File: src/rtl/seg7_pkg.sv
// Shared definitions for the 7-segment scan controller: segment patterns
// and the scan-state encoding.
package seg7_pkg;

  // Segment order is {g,f,e,d,c,b,a}; 1 = lit.
  localparam logic [6:0] SEG_LUT [0:9] = '{
    7'b0111111, 7'b0000110, 7'b1011011, 7'b1001111, 7'b1100110,
    7'b1101101, 7'b1111101, 7'b0000111, 7'b1111111, 7'b1101111
  };
  localparam logic [6:0] SEG_DASH = 7'b1000000;
  localparam logic [6:0] SEG_OFF  = 7'b0000000;

  typedef enum logic {
    S_BLANK = 1'b0,
    S_SHOW  = 1'b1
  } scan_state_e;

endpackage

File: src/rtl/seg7_decode.sv
// BCD to 7-segment decoder; values above 9 render as a dash.
module seg7_decode
  import seg7_pkg::*;
(
  input  logic [3:0] i_bcd,
  output logic [6:0] o_seg
);

  always_comb begin
    // NOTE: o_seg gets a default before any branch so no path leaves it unassigned (no latch).
    o_seg = SEG_DASH;
    if (i_bcd <= 4'd9) begin
      o_seg = SEG_LUT[i_bcd];
    end
  end

endmodule

File: src/rtl/seg7_scan_ctrl.sv
// Time-multiplexed 7-segment scan controller with a double-buffered load port.
// Outputs are registered from next-cycle state, so they line up with the scan position.
module seg7_scan_ctrl
  import seg7_pkg::*;
#(
  parameter int NUM_DIGITS   = 4,
  parameter int PRESCALE     = 50000,
  parameter int BLANK_CYCLES = 4
) (
  input  logic                    clk,
  input  logic                    rst_n,
  input  logic                    load_valid,
  output logic                    load_ready,
  input  logic [4*NUM_DIGITS-1:0] load_bcd,
  input  logic [NUM_DIGITS-1:0]   load_dp,
  input  logic                    blank_lz,
  output logic [6:0]              seg,
  output logic                    dp,
  output logic [NUM_DIGITS-1:0]   an,
  output logic                    frame_done
);

  localparam int CNT_W = $clog2(PRESCALE);
  localparam int IDX_W = (NUM_DIGITS > 1) ? $clog2(NUM_DIGITS) : 1;
  localparam logic [CNT_W-1:0] CNT_LAST = CNT_W'(PRESCALE - 1);
  localparam logic [CNT_W-1:0] CNT_SHOW = CNT_W'(BLANK_CYCLES);
  localparam logic [IDX_W-1:0] IDX_LAST = IDX_W'(NUM_DIGITS - 1);

  scan_state_e                 r_state;
  logic [CNT_W-1:0]            r_cnt;
  logic [IDX_W-1:0]            r_idx;
  logic [4*NUM_DIGITS-1:0]     r_act_bcd;
  logic [NUM_DIGITS-1:0]       r_act_dp;
  logic [4*NUM_DIGITS-1:0]     r_pend_bcd;
  logic [NUM_DIGITS-1:0]       r_pend_dp;
  logic                        r_pend;
  logic                        r_ready;
  logic [6:0]                  r_seg;
  logic                        r_dp;
  logic [NUM_DIGITS-1:0]       r_an;
  logic                        r_frame_done;

  scan_state_e                 w_state_nxt;
  logic                        w_wrap;
  logic [CNT_W-1:0]            w_cnt_nxt;
  logic [IDX_W-1:0]            w_idx_nxt;
  logic                        w_fd_nxt;
  logic                        w_xfer;
  logic                        w_commit;
  logic                        w_pend_nxt;
  logic                        w_ready_nxt;
  logic [4*NUM_DIGITS-1:0]     w_act_bcd_nxt;
  logic [NUM_DIGITS-1:0]       w_act_dp_nxt;
  logic [NUM_DIGITS-1:0]       w_zero_from;
  logic                        w_zero_acc;
  logic [3:0]                  w_digit;
  logic                        w_digit_dp;
  logic                        w_suppress;
  logic [6:0]                  w_dec_seg;
  logic [6:0]                  w_seg_nxt;
  logic                        w_dp_nxt;
  logic [NUM_DIGITS-1:0]       w_an_nxt;

  always_comb begin
    w_wrap    = (r_cnt == CNT_LAST);
    w_cnt_nxt = w_wrap ? '0 : r_cnt + 1'b1;
    w_idx_nxt = r_idx;
    if (w_wrap) begin
      w_idx_nxt = (r_idx == IDX_LAST) ? '0 : r_idx + 1'b1;
    end
    w_fd_nxt = (w_idx_nxt == IDX_LAST) && (w_cnt_nxt == CNT_LAST);
  end

  // Commit happens only on the frame_done cycle, so a new word never tears a frame.
  always_comb begin
    w_xfer        = load_valid && r_ready;
    w_commit      = r_frame_done && r_pend;
    w_pend_nxt    = r_pend;
    if (w_commit) begin
      w_pend_nxt = 1'b0;
    end else if (w_xfer) begin
      w_pend_nxt = 1'b1;
    end
    w_ready_nxt   = !w_pend_nxt && !w_fd_nxt;
    w_act_bcd_nxt = w_commit ? r_pend_bcd : r_act_bcd;
    w_act_dp_nxt  = w_commit ? r_pend_dp  : r_act_dp;
  end

  always_comb begin
    w_zero_acc  = 1'b1;
    w_zero_from = '0;
    for (int i = NUM_DIGITS - 1; i >= 0; i--) begin
      w_zero_acc     = w_zero_acc && (w_act_bcd_nxt[i*4 +: 4] == 4'd0);
      w_zero_from[i] = w_zero_acc;
    end
    w_digit    = '0;
    w_digit_dp = 1'b0;
    w_suppress = 1'b0;
    for (int i = 0; i < NUM_DIGITS; i++) begin
      if (w_idx_nxt == IDX_W'(i)) begin
        w_digit    = w_act_bcd_nxt[i*4 +: 4];
        w_digit_dp = w_act_dp_nxt[i];
        w_suppress = blank_lz && (i > 0) && w_zero_from[i];
      end
    end
  end

  seg7_decode u_decode (
    .i_bcd (w_digit),
    .o_seg (w_dec_seg)
  );

  always_comb begin
    w_state_nxt = r_state;
    case (r_state)
      S_BLANK: if (w_cnt_nxt == CNT_SHOW) w_state_nxt = S_SHOW;
      S_SHOW:  if (w_wrap)                w_state_nxt = S_BLANK;
      default:                            w_state_nxt = S_BLANK;
    endcase

    w_an_nxt  = '0;
    w_seg_nxt = SEG_OFF;
    w_dp_nxt  = 1'b0;
    if (w_state_nxt == S_SHOW) begin
      w_an_nxt  = NUM_DIGITS'(1) << w_idx_nxt;
      w_seg_nxt = w_suppress ? SEG_OFF : w_dec_seg;
      w_dp_nxt  = w_digit_dp;
    end
  end

  // NOTE: sequential state uses non-blocking assignments so every register samples pre-edge values.
  always_ff @(posedge clk or negedge rst_n) begin
    if (!rst_n) begin
      r_state <= S_BLANK;
      r_cnt   <= '0;
      r_idx   <= '0;
    end else begin
      r_state <= w_state_nxt;
      r_cnt   <= w_cnt_nxt;
      r_idx   <= w_idx_nxt;
    end
  end

  // NOTE: both buffers are plain registers and are cleared, so the display shows zeros after reset.
  always_ff @(posedge clk or negedge rst_n) begin
    if (!rst_n) begin
      r_act_bcd  <= '0;
      r_act_dp   <= '0;
      r_pend_bcd <= '0;
      r_pend_dp  <= '0;
      r_pend     <= 1'b0;
      r_ready    <= 1'b1;
    end else begin
      if (w_xfer) begin
        r_pend_bcd <= load_bcd;
        r_pend_dp  <= load_dp;
      end
      r_act_bcd <= w_act_bcd_nxt;
      r_act_dp  <= w_act_dp_nxt;
      r_pend    <= w_pend_nxt;
      r_ready   <= w_ready_nxt;
    end
  end

  always_ff @(posedge clk or negedge rst_n) begin
    if (!rst_n) begin
      r_seg        <= SEG_OFF;
      r_dp         <= 1'b0;
      r_an         <= '0;
      r_frame_done <= 1'b0;
    end else begin
      r_seg        <= w_seg_nxt;
      r_dp         <= w_dp_nxt;
      r_an         <= w_an_nxt;
      r_frame_done <= w_fd_nxt;
    end
  end

  assign load_ready = r_ready;
  assign seg        = r_seg;
  assign dp         = r_dp;
  assign an         = r_an;
  assign frame_done = r_frame_done;

endmodule

File: config.mk
export PLATFORM = sky130hd
export DESIGN_NAME = seg7_scan_ctrl
export DESIGN_NICKNAME = d
export VERILOG_FILES = /design/src/rtl/seg7_pkg.sv /design/src/rtl/seg7_decode.sv /design/src/rtl/seg7_scan_ctrl.sv
export SDC_FILE = /design/constraint.sdc
export NUM_CORES = 1
export LEC_CHECK = 0
export BUFFER_PORTS_ARGS = -buffer_cell sky130_fd_sc_hd__buf_2
export CAP_MARGIN = 20
export CORE_ASPECT_RATIO = 0.8
export CORE_UTILIZATION = 49
export CTS_CLUSTER_DIAMETER = 100
export DETAILED_ROUTE_END_ITERATION = 8
export PLACE_DENSITY = 0.71
export SYNTH_ARGS = -nofsm -noshare
export SYNTH_HDL_FRONTEND = slang
export SYNTH_SLANG_ARGS = --single-unit
export TNS_END_PERCENT = 100
File: constraint.sdc
create_clock -name clk -period 3.7 [get_ports clk]
set_input_delay 0 -clock clk [delete_from_list [all_inputs] [get_ports clk]]
set_output_delay 0 -clock clk [all_outputs]
set_load 0.01 [all_outputs]
==> impl_metrics.ini, run 1 <==
[clocking]
cts_tree = done
cts.sink_count = 74
post_cts_buffers = 0
clock-root-buffer = clkbuf_8
clock_latency_ns = 0.34
clkTransAtPathRegs_ns = 0.08
cts_htree_levels = 3
clock_path_buffers = 2
cts_buffers = 9

[finish]
nets = 395
multi_input_area_um2 = 1540
final_area_um2 = 4190
n_fill_cell = 575
syn2layout_area_growth_pct = 19.8
diodes = 0
layout-drive-gt1-share = 0.288
regArea_um2 = 1850
fin_cells = 455

[hold_path]
whs_path_depth = 4
worstHoldStart = blank_lz
hold_class = primary input to flip-flop
min_to = seg[1]$_DFF_PN0_

[drt]
drc = 0
routed-via-count = 2466
drt-pass1-iter-count = 4
post_drt_wl_per_cell_um = 15.3
routed_via_density = 5.42
wirelength_um = 6960
drt_iter0_drc = 187
postRouteAntennaNets = 0

[setup_path]
critical_path_buf_inv_count = 1
crit_path_max_fanout = 6
timing.rr.start = r_cnt[10]$_DFF_PN0_
crit_type = flip-flop to flip-flop
crit_chain = nor4_2 > nand4_1 > nor4_2 > nor2_4 > mux2i_1 > inv_1 > ha_1 > or2_2 > a21oi_2 > a311oi_1
arrival_ns = 3.51
reg2reg_slack_ns = 0.39
max_stage_delay_ns = 0.47
crit_path_frequent_cell = nor4_2
rr_endpoint = seg[2]$_DFF_PN0_
required_ns = 3.90
cp_slowest_cell = nor4_2
worst_setup_path_end_kind = flip-flop
r2r_cells = 10
worst_setup_path_start_kind = flip-flop
cp_top_family = simple AND/OR/NAND/NOR gates

[timing]
slew_viol_final = 0
clock.fmax_mhz = 302
hold_violations = 0
tns_ns = 0
fin_crit_sh = 0.895
setup_viol = 0
worst_pin_slew_ns = 0.914
relSlewSlack = 0.391
rsz0062_at_grt = false
min_period_ns = 3.31
clock_skew_ns = 0.00780

[die]
core_um2 = 6890
die_w_um = 96.4
start_util = 0.507
die_area_um2 = 7470
fp-row-count = 27
die_h_um = 77.5
io_pins = 38

[grt]
antenna_found_initial = 0
grt_overflow = 0
grt_pass1_wl_um = 11900
grt_max_degree = 43
grt_usage = 0.211
grt_pass1_vias = 2448

[synthesis]
netlist_area_um2 = 3490
synth_top_area_share = 0.523
syn-num-nets = 327
yosysWarningCount = 0
synth_ff_type = dfrtp_1
synthArstFlopShare = 1.00
ys_seq_area_frac = 0.530
synth.distinct_cells = 53
avgSynthCellArea_um2 = 11.8
synth-seq-cells = 74
synth_edf_count = 0
synthTopCellsByArea = dfrtp_1, mux2_2, mux2i_1
syn_inst = 295
synth_top_cell_by_area = dfrtp_1

[power_and_ir_drop]
leakagePower_nw = 2.10
powerDensity_nw_per_um2 = 378
vdd_drop_max_mv = 0.262

[placed_design]
place_congestion = 0.838
io_buffers = 37
place_inst = 417
dp_hpwl_um = 5010
dpl-instance-area_um2 = 3790

[run]
maxCapViolCount = 0

[outcome]
outcome = completed
## cell usage after synthesis (2+ instances only)
| master | number |
|---|---|
| dfrtp_1 | 73 |
| mux2_2 | 31 |
| inv_1 | 18 |
| nand2_1 | 16 |
| mux2i_1 | 15 |
| nor2_1 | 15 |
| nand3_1 | 10 |
| ha_1 | 8 |
| nor3_1 | 8 |
| a21oi_1 | 7 |
| xnor2_1 | 7 |
| and2_1 | 6 |
| and3_1 | 5 |
| nand4_1 | 5 |
| o21ai_0 | 5 |
| xor2_1 | 5 |
| clkbuf_1 | 4 |
| nor4_1 | 4 |
| a211oi_1 | 3 |
| nor2b_1 | 3 |
| nor4_2 | 3 |
| o211ai_1 | 3 |
| a21o_1 | 2 |
| a311oi_1 | 2 |
| buf_2 | 2 |
| o21a_1 | 2 |
| o31ai_4 | 2 |
| o32a_1 | 2 |
| o32ai_1 | 2 |
| or2_2 | 2 |
| or3_1 | 2 |
| or4_1 | 2 |
## state kept, by name (all words and copies together), names as in the netlist
signal / count
r_act_bcd: 16
r_cnt: 16
r_pend_bcd: 16
seg: 7
an: 4
r_act_dp: 4
r_pend_dp: 4
r_idx: 2
dp: 1
frame_done: 1
load_ready: 1
r_pend: 1
r_state: 1
## worst max path at each step
stage	startpoint	end	cells after the start
6_report	r_cnt[10]$_DFF_PN0_	seg[2]$_DFF_PN0_	10
5_1_grt	r_cnt[0]$_DFF_PN0_	seg[2]$_DFF_PN0_	12
4_1_cts	r_cnt[0]$_DFF_PN0_	seg[2]$_DFF_PN0_	12
3_5_place_dp	r_cnt[0]$_DFF_PN0_	seg[2]$_DFF_PN0_	12
3_3_place_gp	r_cnt[0]$_DFF_PN0_	seg[4]$_DFF_PN0_	12
2_1_floorplan	r_cnt[0]$_DFF_PN0_	seg[4]$_DFF_PN0_	13
## tightest hold or removal path: stages
cell and delay, ns:
buf_2 0.10, nand2_1 0.09, o31ai_4 0.12, nor3_1 0.19
## cell families after synthesis
| logic type | after synthesis | synth area share |
|---|---|---|
| flops | 74 | 0.530 |
| buf+inv | 26 | 0.0308 |
| simple gates | 89 | 0.143 |
| xor+xnor | 12 | 0.0301 |
| mux | 46 | 0.143 |
| compound gates | 40 | 0.0942 |
| fa+ha+maj | 8 | 0.0287 |
## routing by layer
metal / vias to the layer above / GRT usage / share of wire / routed length (um)
met3: 4 / 0.0578 / 0.041 / 285
met2: 61 / 0.318 / 0.45 / 3110
met1: 1213 / 0.298 / 0.50 / 3510
met5: - / 0 / 0 / 0
met4: 0 / 0.0647 / 0.0069 / 48
li1: 1188 / - / - / -
## per-stage QoR
step	utilization	hold slack (ns)	setup slack, ns	power, mW
2_1_floorplan	-	-0.296	0.653	0.989
3_3_place_gp	0.550	0.182	0.492	1.04
3_5_place_dp	0.550	0.196	0.356	1.05
4_1_cts	0.607	0.222	0.340	1.61
5_1_grt	0.607	0.250	0.148	1.66
6_report	0.607	0.225	0.389	1.58
## layout by cell type, fill, tap and decap left out, types with 2 or more instances in the layout
master,netlist,routed
nand4_1,5,5
a311oi_1,2,2
nand2_1,16,16
ha_1,8,8
a21oi_1,7,7
mux2i_1,15,15
or2_2,2,2
or4_1,2,2
inv_1,18,18
buf_2,2,37
clkinvlp_4,0,4
o32ai_1,2,2
nor2_1,15,15
nor2b_1,3,3
and3_1,5,5
o32a_1,2,2
nor4_2,3,3
o31ai_4,2,2
a211oi_1,3,3
o211ai_1,3,3
a21o_1,2,2
nand3_1,10,10
nor3_1,8,8
nor4_1,4,4
clkbuf_8,0,9
o21a_1,2,2
dlygate4sd3_1,0,22
mux2_2,31,31
or3_1,2,2
buf_4,0,5
and2_1,6,6
o21ai_0,5,5
xnor2_1,7,7
nor2_4,1,2
xor2_1,5,5
dfrtp_1,73,73
## where the power goes
part / total, mW / leakage (nW) / switching (mW) / internal [mW]
clock network: 0.538 / 0.0745 / 0.295 / 0.243
registers: 0.921 / 0.925 / 0.0438 / 0.877
logic: 0.122 / 1.10 / 0.0422 / 0.0797
## repair_timing
action,4_1_cts,5_1_grt
endpoints found under the setup margin,0,3
hold endpoints to repair,63,0
gates resized for setup,0,1
hold buffers,22,0
## cell type report
type,instances,area share
multi-input cells,195,0.367
clock buffers,10,0.0305
flip-flops and latches,74,0.443
repair buffers,64,0.106
inverters,19,0.0170
well taps,87,0.0260
clock inverters,6,0.0105
Power figures use the tool's default switching activity.
==> run 2, diff against run 1 <==
GPL_ROUTABILITY_DRIVEN = 1   (was not set)
clock period = 3.4 ns   (was 3.7 ns; I/O delays follow)
==> impl_metrics.ini, run 2 (same netlist as run 1, synthesis figures left out) <==
[setup_path]
reg2reg_slack_ns = 0.24
required_ns = 3.61
timing.rr.start = r_cnt[0]$_DFF_PN0_
max_stage_delay_ns = 0.42
critical_path_buf_inv_count = 1
rr_endpoint = seg[1]$_DFF_PN0_
arrival_ns = 3.37
r2r_cells = 12
crit_type = flip-flop to flip-flop
cp_slowest_cell = dfrtp_1
worst_setup_path_end_kind = flip-flop
crit_chain = ha_1 > and3_1 > and2_1 > and2_1 > nor2_2 > mux2i_1 > mux2i_2 > inv_1 > ha_1 > or2_2 > a21oi_2 > nor3_1
worst_setup_path_start_kind = flip-flop
cp_top_family = simple AND/OR/NAND/NOR gates
crit_path_max_fanout = 6

[clocking]
clock-root-buffer = clkbuf_8
cts_buffers = 9
clkTransAtPathRegs_ns = 0.08
post_cts_buffers = 0
cts_tree = done
cts.sink_count = 74
cts_htree_levels = 3
clock_latency_ns = 0.35
clock_path_buffers = 2

[hold_path]
hold_class = primary input to flip-flop
min_to = seg[3]$_DFF_PN0_
worstHoldStart = blank_lz
whs_path_depth = 4

[power_and_ir_drop]
powerDensity_nw_per_um2 = 427
vdd_drop_max_mv = 0.330
leakagePower_nw = 2.12

[drt]
routed_via_density = 5.41
drc = 0
dr_wl_met3_um = 372
routed-via-count = 2478
postRouteAntennaNets = 0
wl_met2_um = 3170
highest_layer = met4
drt-pass1-iter-count = 5
wirelength_um = 7150
drt_iter0_drc = 224
post_drt_wl_per_cell_um = 15.6
wl_met1_um = 3510

[timing]
setup_viol = 0
clock_skew_ns = 0.0108
hold_violations = 0
tns_ns = 0
worst_slack_ns = 0.240
worst_pin_slew_ns = 0.906
min_period_ns = 3.16
fin_crit_sh = 0.929
clock.fmax_mhz = 316
rsz0062_at_grt = false
slew_viol_final = 0
relSlewSlack = 0.396

[outcome]
outcome = completed

[die]
io_pins = 38
die_area_um2 = 7470
fp-row-count = 27
die_w_um = 96.4
start_util = 0.507
die_h_um = 77.5
core_um2 = 6890

[placed_design]
io_buffers = 37
place_congestion = 0.839
pre_cts_ws_ns = 0.217
dp_hpwl_um = 4900

[run]
maxCapViolCount = 0

[finish]
nets = 398
layout-drive-gt1-share = 0.299
syn2layout_area_growth_pct = 21.2
reg_top3 = r_act_bcd: 16 flops, r_cnt: 16 flops, r_pend_bcd: 16 flops
layout_common_cells = dfrtp_1, buf_2, mux2_2
diodes = 0
layout_commonest_cell = dfrtp_1

[grt]
grt_pass1_wl_um = 11700
grt_usage = 0.211
antenna_found_initial = 0
grt_max_degree = 75
grt_overflow = 0
grt_pass1_vias = 2438
run 2: how the worst max path moves through the flow:
stage / startpoint / end / depth (start not counted)
floorplan: r_cnt[0]$_DFF_PN0_ / seg[4]$_DFF_PN0_ / 13
global placement: r_cnt[0]$_DFF_PN0_ / seg[4]$_DFF_PN0_ / 12
detailed placement: r_cnt[0]$_DFF_PN0_ / seg[1]$_DFF_PN0_ / 12
CTS: r_cnt[0]$_DFF_PN0_ / seg[1]$_DFF_PN0_ / 12
global route: r_cnt[0]$_DFF_PN0_ / seg[1]$_DFF_PN0_ / 12
finish: r_cnt[0]$_DFF_PN0_ / seg[1]$_DFF_PN0_ / 12
run 2: layout make-up:
cell class                 instances  area, um2
tap                               87        109
fill                             566       2660
timing repair buffer              67        465
inverter                          19       71.3
clock buffer                      10        128
sequential                        74       1850
multi-input combinational        195       1540
clock inverter                     6       66.3
run 2: tightest hold or removal path, stage by stage:
cell	delay (ns)
buf_2	0.10
nand2_1	0.09
o31ai_4	0.13
a211oi_1	0.17
run 2: per-stage QoR:
stage	area [um2]	total power, mW	std cells	utilization	hold WS, ns
floorplan	3490	1.08	295	-	-0.296
global placement	3810	1.13	420	0.553	0.232
detailed placement	3810	1.14	420	0.553	0.235
CTS	4230	1.82	458	0.613	0.192
global route	4230	1.89	458	0.614	0.227
finish	4230	1.81	458	0.614	0.198
run 2: repair_timing:
action	CTS	global route
resized for setup	0	2
endpoints found under the hold margin	94	0
endpoints found under the setup margin	0	1
hold buffers	22	0
run 2: where the power goes:
group	internal, mW	total [mW]	switching, mW
Sequential	0.955	1.00	0.0464
Combinational	0.0869	0.135	0.0477
Clock	0.340	0.673	0.333
run 2: metal layers:
layer  track usage  up-vias
met1         0.302     1190
met4        0.0647        0
met3        0.0520       12
met2         0.317       80
met5             0        -
li1              -     1196
